## src/rtl/bfly10_stage.sv

```systemverilog
// Radix-2 butterfly ahead of twd_mul10: buffers HALF_BLK beats, then emits buf+in / buf-in per lane. Optional BFLY10_SAT_EN saturates and adds sat_flag.
// Latency: outputs are registered one cycle after each accepted EMIT beat. No backpressure: every din_valid beat is taken.
module bfly10_stage #(
  parameter int WIDTH    = 12,
  parameter int LANES    = 16,
  parameter int HALF_BLK = 2
) (
  input  logic                    clk,
  input  logic                    rst,
  input  logic                    din_valid,
  input  logic signed [WIDTH-1:0] din_re       [LANES],
  input  logic signed [WIDTH-1:0] din_im       [LANES],
  output logic                    dout_valid,
  output logic signed [WIDTH-1:0] dout_sum_re  [LANES],
  output logic signed [WIDTH-1:0] dout_sum_im  [LANES],
  output logic signed [WIDTH-1:0] dout_diff_re [LANES],
  output logic signed [WIDTH-1:0] dout_diff_im [LANES],
  output logic                    dout_last,
  output logic                    busy
`ifdef BFLY10_SAT_EN
  ,
  output logic                    sat_flag
`endif
);

  localparam int CNT_W = (HALF_BLK > 1) ? $clog2(HALF_BLK) : 1;
  localparam logic [CNT_W-1:0] LAST_IDX = CNT_W'(HALF_BLK - 1);

  typedef enum logic {FILL, EMIT} state_t;

  state_t             state_q, state_d;
  logic [CNT_W-1:0]   beat_cnt_q, beat_cnt_d;
  logic               fill_we, emit_go, last_go;

  logic signed [WIDTH-1:0] hold_re [HALF_BLK][LANES];
  logic signed [WIDTH-1:0] hold_im [HALF_BLK][LANES];

  logic signed [WIDTH:0]   sum_re_w  [LANES];
  logic signed [WIDTH:0]   sum_im_w  [LANES];
  logic signed [WIDTH:0]   diff_re_w [LANES];
  logic signed [WIDTH:0]   diff_im_w [LANES];
  logic signed [WIDTH-1:0] sum_re_r  [LANES];
  logic signed [WIDTH-1:0] sum_im_r  [LANES];
  logic signed [WIDTH-1:0] diff_re_r [LANES];
  logic signed [WIDTH-1:0] diff_im_r [LANES];

  function automatic logic signed [WIDTH-1:0] reduce(input logic signed [WIDTH:0] v);
`ifdef BFLY10_SAT_EN
    if (v[WIDTH] != v[WIDTH-1])
      return v[WIDTH] ? {1'b1, {(WIDTH-1){1'b0}}} : {1'b0, {(WIDTH-1){1'b1}}};
    return v[WIDTH-1:0];
`else
    return WIDTH'(v);
`endif
  endfunction

  // Beat counter tracks pairing position and only moves on valid beats.
  always_comb begin
    state_d    = state_q;
    beat_cnt_d = beat_cnt_q;
    fill_we    = 1'b0;
    emit_go    = 1'b0;
    last_go    = 1'b0;
    if (din_valid) begin
      case (state_q)
        FILL: begin
          fill_we = 1'b1;
          if (beat_cnt_q == LAST_IDX) begin
            beat_cnt_d = '0;
            state_d    = EMIT;
          end else begin
            beat_cnt_d = beat_cnt_q + CNT_W'(1);
          end
        end
        EMIT: begin
          emit_go = 1'b1;
          if (beat_cnt_q == LAST_IDX) begin
            last_go    = 1'b1;
            beat_cnt_d = '0;
            state_d    = FILL;
          end else begin
            beat_cnt_d = beat_cnt_q + CNT_W'(1);
          end
        end
        default: state_d = FILL;
      endcase
    end
  end

  always_comb begin
    for (int k = 0; k < LANES; k++) begin
      sum_re_w[k]  = (WIDTH+1)'(hold_re[beat_cnt_q][k]) + (WIDTH+1)'(din_re[k]);
      sum_im_w[k]  = (WIDTH+1)'(hold_im[beat_cnt_q][k]) + (WIDTH+1)'(din_im[k]);
      diff_re_w[k] = (WIDTH+1)'(hold_re[beat_cnt_q][k]) - (WIDTH+1)'(din_re[k]);
      diff_im_w[k] = (WIDTH+1)'(hold_im[beat_cnt_q][k]) - (WIDTH+1)'(din_im[k]);
      sum_re_r[k]  = reduce(sum_re_w[k]);
      sum_im_r[k]  = reduce(sum_im_w[k]);
      diff_re_r[k] = reduce(diff_re_w[k]);
      diff_im_r[k] = reduce(diff_im_w[k]);
    end
  end

`ifdef BFLY10_SAT_EN
  logic sat_hit;
  always_comb begin
    sat_hit = 1'b0;
    for (int k = 0; k < LANES; k++) begin
      sat_hit = sat_hit
              | (sum_re_w[k][WIDTH]  ^ sum_re_w[k][WIDTH-1])
              | (sum_im_w[k][WIDTH]  ^ sum_im_w[k][WIDTH-1])
              | (diff_re_w[k][WIDTH] ^ diff_re_w[k][WIDTH-1])
              | (diff_im_w[k][WIDTH] ^ diff_im_w[k][WIDTH-1]);
    end
  end

  always_ff @(posedge clk) begin
    if (rst)
      sat_flag <= 1'b0;
    else if (emit_go && sat_hit)
      sat_flag <= 1'b1;
  end
`endif

  // Buffer contents are don't-care after reset, so no reset term on the storage.
  always_ff @(posedge clk) begin
    if (fill_we && !rst) begin
      for (int k = 0; k < LANES; k++) begin
        hold_re[beat_cnt_q][k] <= din_re[k];
        hold_im[beat_cnt_q][k] <= din_im[k];
      end
    end
  end

  always_ff @(posedge clk) begin
    if (rst) begin
      state_q    <= FILL;
      beat_cnt_q <= '0;
      dout_valid <= 1'b0;
      dout_last  <= 1'b0;
      busy       <= 1'b0;
      for (int k = 0; k < LANES; k++) begin
        dout_sum_re[k]  <= '0;
        dout_sum_im[k]  <= '0;
        dout_diff_re[k] <= '0;
        dout_diff_im[k] <= '0;
      end
    end else begin
      state_q    <= state_d;
      beat_cnt_q <= beat_cnt_d;
      dout_valid <= emit_go;
      dout_last  <= last_go;
      busy       <= (state_d == EMIT) || (beat_cnt_d != '0);
      if (emit_go) begin
        for (int k = 0; k < LANES; k++) begin
          dout_sum_re[k]  <= sum_re_r[k];
          dout_sum_im[k]  <= sum_im_r[k];
          dout_diff_re[k] <= diff_re_r[k];
          dout_diff_im[k] <= diff_im_r[k];
        end
      end
    end
  end

endmodule

```

## config.mk

```make
export PLATFORM = sky130hd
export DESIGN_NAME = bfly10_stage
export DESIGN_NICKNAME = d
export VERILOG_FILES = /design/src/rtl/bfly10_stage.sv
export SDC_FILE = /design/constraint.sdc
export NUM_CORES = 2
export LEC_CHECK = 0
export CORE_UTILIZATION = 28
export DETAILED_ROUTE_END_ITERATION = 10
export PLACE_DENSITY = 0.49
export SYNTH_ARGS = -nofsm -noshare
export SYNTH_HDL_FRONTEND = slang
export SYNTH_SLANG_ARGS = --single-unit
export TNS_END_PERCENT = 5
```

## constraint.sdc

```tcl
create_clock -name clk -period 104.4 [get_ports clk]
set_input_delay 20.88 -clock clk [delete_from_list [all_inputs] [get_ports clk]]
set_output_delay 20.88 -clock clk [all_outputs]
set_load 0.01 [all_outputs]
```

Yosys cells after proc, flatten, opt, wreduce, memory -nomap -nowiden
Memories as Yosys holds them, arrays and structs flattened. A register that Yosys moved wholly into a read port is not among the register bits.
Index checks and enable logic that the tools add are counted.
- add/sub/neg operators: 65
- multiplexer cells: 14
- bitwise operators: 2
- reductions and logical operators: 4
- operators with widths (cell ; number):
    $add 12x12->12 ; 32
    $sub 12x12->12 ; 32
    $mux 1 ; 13
    $reduce_or 3->1 ; 1
    $not 1->1 ; 2
    $pmux 1 s2 ; 1
    $add 1x1->1 const B ; 1
    $logic_and 1x1->1 ; 1
    $logic_not 1->1 ; 1
    $logic_or 1x1->1 ; 1
- bits in registers: 773
- bits in writable memories: 768
- input bits: 387
- output and inout port bits: 771
- logic and storage cells: 156
- memories: 2
- memory list (name ; depth ; bits a word ; read ports ; clocked after Yosys merged registers in ; wr ports ; RTL line ; source):
    hold_im ; 2 ; 192 ; 1 ; 1 ; 1 ; 36 ; logic signed [WIDTH-1:0] hold_im [HALF_BLK][LANES];
    hold_re ; 2 ; 192 ; 1 ; 1 ; 1 ; 35 ; logic signed [WIDTH-1:0] hold_re [HALF_BLK][LANES];

Depth between registers and ports, before layout
- depth after elaboration: 5
- gate-level depth with buffers: 16
- mapped depth without buffers: 11

Least setup slack after synthesis
OpenSTA, ideal clock, no wires.
- path kind: input-to-reg
- start point: input port rst
- end point: memory hold_im[0][0] (netlist bit), enable pin
- setup time: 2.201 ns
- data arrival time: 60.453 ns
- data required time: 102.199 ns
- setup slack: 41.746 ns
- cell stages on the path: 4
- path buffers: 3
- cell sequence: clkbuf_1 > clkbuf_1 > clkbuf_1 > nor4b_1
- longest elaborated chain between the ends: 4
- ends and longest elaborated chain (element ; RTL line ; source):
    from (decl) ; 9 ; input logic rst,
    $logic_not 1->1 ; 126 ; if (fill_we && !rst) begin
    $logic_and 1x1->1 ; 126 ;
    $mux 1 ; 126 ;
    $mux 1 (not written as such) ; 129 ; hold_im[beat_cnt_q][k] <= din_im[k];
    to (decl) ; 36 ;
Every way passes these cells.

Final worst setup path
- start point: input port din_valid
- end point: register dout_sum_im[119] (netlist bit)
- longest elaborated chain between the ends: 1
- ends and longest elaborated chain (element ; RTL line ; source):
    from (decl) ; 10 ; input logic din_valid,
    $mux 1 ; 64 ; if (din_valid) begin
    to (signal, indexed assignment) ; 156 ; dout_sum_im[k] <= sum_im_r[k];
    to (decl) ; 15 ; output logic signed [WIDTH-1:0] dout_sum_im [LANES],
Every way passes these cells.
A chain may end at the register's enable or synchronous reset.

==> qor.txt <==
Clock slew at reported path FFs - 0.05 ns
Largest net degree at the start of global routing - 169
Period utilisation layout - 0.232
Site row count - 202
Commonest non-fill, non-tap cells in the layout - clkdlybuf4s50_1, nor2_1, edfxtp_1, ha_1, dfxtp_1
Residual antenna-violating net count after detailed routing - 0
Area of the multi-input gates - 43200 µm²
First-pass iteration count of the detailed router - 5
Ratio of total power to cell area - 16.3 nW/µm²
Fin nets - 10800
Post-detailed-route DRC marker count - 0
Setup TNS Final - 0 ns
Die span in x - 555 µm
Filler instances - 30400
Port-buffer cells - 1157
Unique cell type count in the Yosys netlist - 92
Post-CTS Hold Buffers - 0
Worst ir drop on vdd - 0.0000133 V
Post-route minimum period - 24.27 ns
Total of warnings raised by yosys - 0
Synth Register Bits - 1509
Post-synthesis net count - 9861
Crit Path Category - in2reg
Highest net fanout along the worst path - 62
Number of synthesized flops with an enable pin - 768
Max stage delay cell, worst path - buf_4
Chip height - 555 µm
Critical path arrival - 25.05 ns
Setup repair after global routing missed its margin - false
Slew at the pin closest to its max-slew limit - 1.11 ns
Final max-slew violation count - 0
Post-synthesis instance area - 85700 µm²
Average cell area after synthesis - 9.89 µm²
Worst-case headroom to the max-slew limit - 0.262
Dpl cells - 13500
Worst endpoint required time - 105.18 ns
Final HPWL DP - 238 mm
Cell at the root of the clock tree - clkbuf_16
Most numerous cell on the critical path - buf_4
Global-route wire length before repair - 459 mm
Total wire length after detailed routing - 318 mm
Post-cts resize count - 0
Critical path launch point type - input pin
Maximum level of the CTS H-tree - 4
FF+latch area - 37900 µm²
Number of hold violations in the final report - 0
Leakage Power - 40.0 nW
Initial core utilization - 0.282
Final Setup Violations - 0
Clock Skew - 0.0721 ns
RD Place Congestion - 0.887
Starting DRC count in detailed routing - 4732
Cts bufs inserted - 191
Clock insertion delay at the later pin of the skew report - 0.89 ns
GR Overflow Total - 0
I/O pin count - 1158
Max Clock Freq - 41.2 MHz
Status - completed
Post-CTS setup buffer count - 0
CTS max path bufs - 4
CP cell instances - clkdlybuf4s50_1 > and2_4 > nand2_8 > inv_8 > buf_4 > buf_4 > nand2_1 > a211o_1 > nand3_1
Predominant post-synthesis flop cell - edfxtp_1
Crit end category - flop
Fraction of final layout cells sized beyond drive strength 1 - 0.0732
Register area share after synthesis - 0.442
Crit-path max cell delay - 0.80 ns
Async set-reset flop share out of synthesis - 0
Max Cap Viol - 0
Clock tree sinks - 1509
Average routed wire per standard cell - 22.9 µm
Number of standard cells in the final layout excluding fillers - 13900
Path category of the worst min-delay check - reg2reg
Core area - 304000 µm²
Vias per std cell - 4.94
Antenna violations before repair - 93
Commonest non-fill, non-tap cell in the layout - clkdlybuf4s50_1
Clock tree from TritonCTS - built
Vias post-DR - 68500
Full die area - 308000 µm²
All-layer global routing usage - 0.198
Post-synthesis cell count - 8662
Number of global-route vias before repair - 66500
Relative area change from synthesis to final layout - 25.1%
[Yosys cell counts, drive strengths merged, types with 24 or more instances]
library cell | count | share of area
nor2 | 1004 | 0.044
edfxtp | 768 | 0.27
ha | 748 | 0.11
dfxtp | 741 | 0.17
inv | 646 | 0.028
a21oi | 461 | 0.027
nand2 | 429 | 0.019
o21ai | 419 | 0.024
a211oi | 412 | 0.036
xnor2 | 314 | 0.032
clkbuf | 310 | 0.014
mux2 | 289 | 0.038
buf | 184 | 0.011
nor3 | 172 | 0.010
nand2b | 156 | 0.011
nand3 | 147 | 0.0086
mux2i | 146 | 0.017
nor2b | 116 | 0.0086
or3 | 98 | 0.0072
o21a | 95 | 0.0083
o31ai | 75 | 0.0074
o21bai | 73 | 0.0064
xor2 | 73 | 0.0075
fa | 64 | 0.015
a32o | 51 | 0.0060
nor4 | 48 | 0.0035
and3 | 45 | 0.0033
a21boi | 44 | 0.0039
a221oi | 41 | 0.0043
a31oi | 38 | 0.0028
nand3b | 38 | 0.0033
o211ai | 37 | 0.0032
a21o | 33 | 0.0029
or2 | 31 | 0.0023
o41ai | 28 | 0.0029
a311oi | 27 | 0.0029
o31a | 24 | 0.0025
[stage by stage]
stage | hold WS [ns] | setup WS, ns | util | power, mW | instance area [µm²]
6_report | 0.451 | 80.13 | 0.353 | 1.74 | 107000
4_1_cts | 0.453 | 80.03 | 0.353 | 1.77 | 107000
5_1_grt | 0.468 | 79.92 | 0.353 | 1.83 | 107000
3_5_place_dp | 0.441 | 79.10 | 0.332 | 1.08 | 101000
3_3_place_gp | 0.438 | 79.12 | 0.332 | 1.08 | 101000
2_1_floorplan | 0.470 | 41.75 | - | 0.946 | 85700
[power breakdown]
| group | internal, mW | switching (mW) | total (mW) |
|---|---|---|---|
| clock | 0.398 | 0.279 | 0.677 |
| combinational | 0.164 | 0.238 | 0.401 |
| sequential | 0.651 | 0.0157 | 0.666 |
[flip-flops by register name, indices dropped and copies added (netlist names)]
name and cells:
beat_cnt_q 1, busy 1, dout_diff_im 176, dout_diff_re 183
dout_last 1, dout_sum_im 192, dout_sum_re 185, dout_valid 1
hold_im 384, hold_re 384, state_q 1
[cell families (layout without fill, tap and decap cells)]
logic type               count (synthesis)  count (layout)  synth area share
AND/OR/NAND/NOR                       2355            2355             0.127
AO/OA/AOI/OAI                         2021            2021             0.158
flip-flops                            1509            1509             0.442
buffers and inverters                 1143            2221            0.0536
adder cells (fa/ha/maj)                812             812             0.124
multiplexers                           435             435            0.0550
XOR/XNOR                               387             387            0.0396
other                                    0              36                 0
[critical path, delay by kind of cell]
family          cells  cell delay [ns]
buf+inv             4             2.48
simple gates        4             1.22
compound gates      1             0.25
[final cells by class]
class	instances	area share
diodes	36	0.000840
clock buffers	281	0.0519
clock inverters	75	0.00756
inverters	649	0.0228
multi-input cells	6010	0.403
flip-flops and latches	1509	0.354
well taps	4080	0.0476
repair buffers	1216	0.112
[path summary, 6_finish.rpt]
| path | from | to | cells past startpoint | slack (ns) |
|---|---|---|---|---|
| max | din_valid | dout_sum_im[119] | 9 | 80.13 |
| min | dout_diff_re[2] | dout_diff_re[2] | 2 | 0.45 |
| max reg2reg | beat_cnt_q | dout_sum_re[47] | 10 | 99.24 |
| min reg2reg | dout_diff_re[2] | dout_diff_re[2] | 2 | 0.45 |
[routing by layer]
metal / global-route usage / share of wire / up-vias
met4: 0.0601 / 0.030 / 64
met3: 0.0540 / 0.077 / 452
met2: 0.323 / 0.46 / 1946
met1: 0.254 / 0.43 / 33400
met5: 0 / 0.0013 / -
li1: - / - / 32600
No activity file was read; power rests on OpenSTA's default activity.
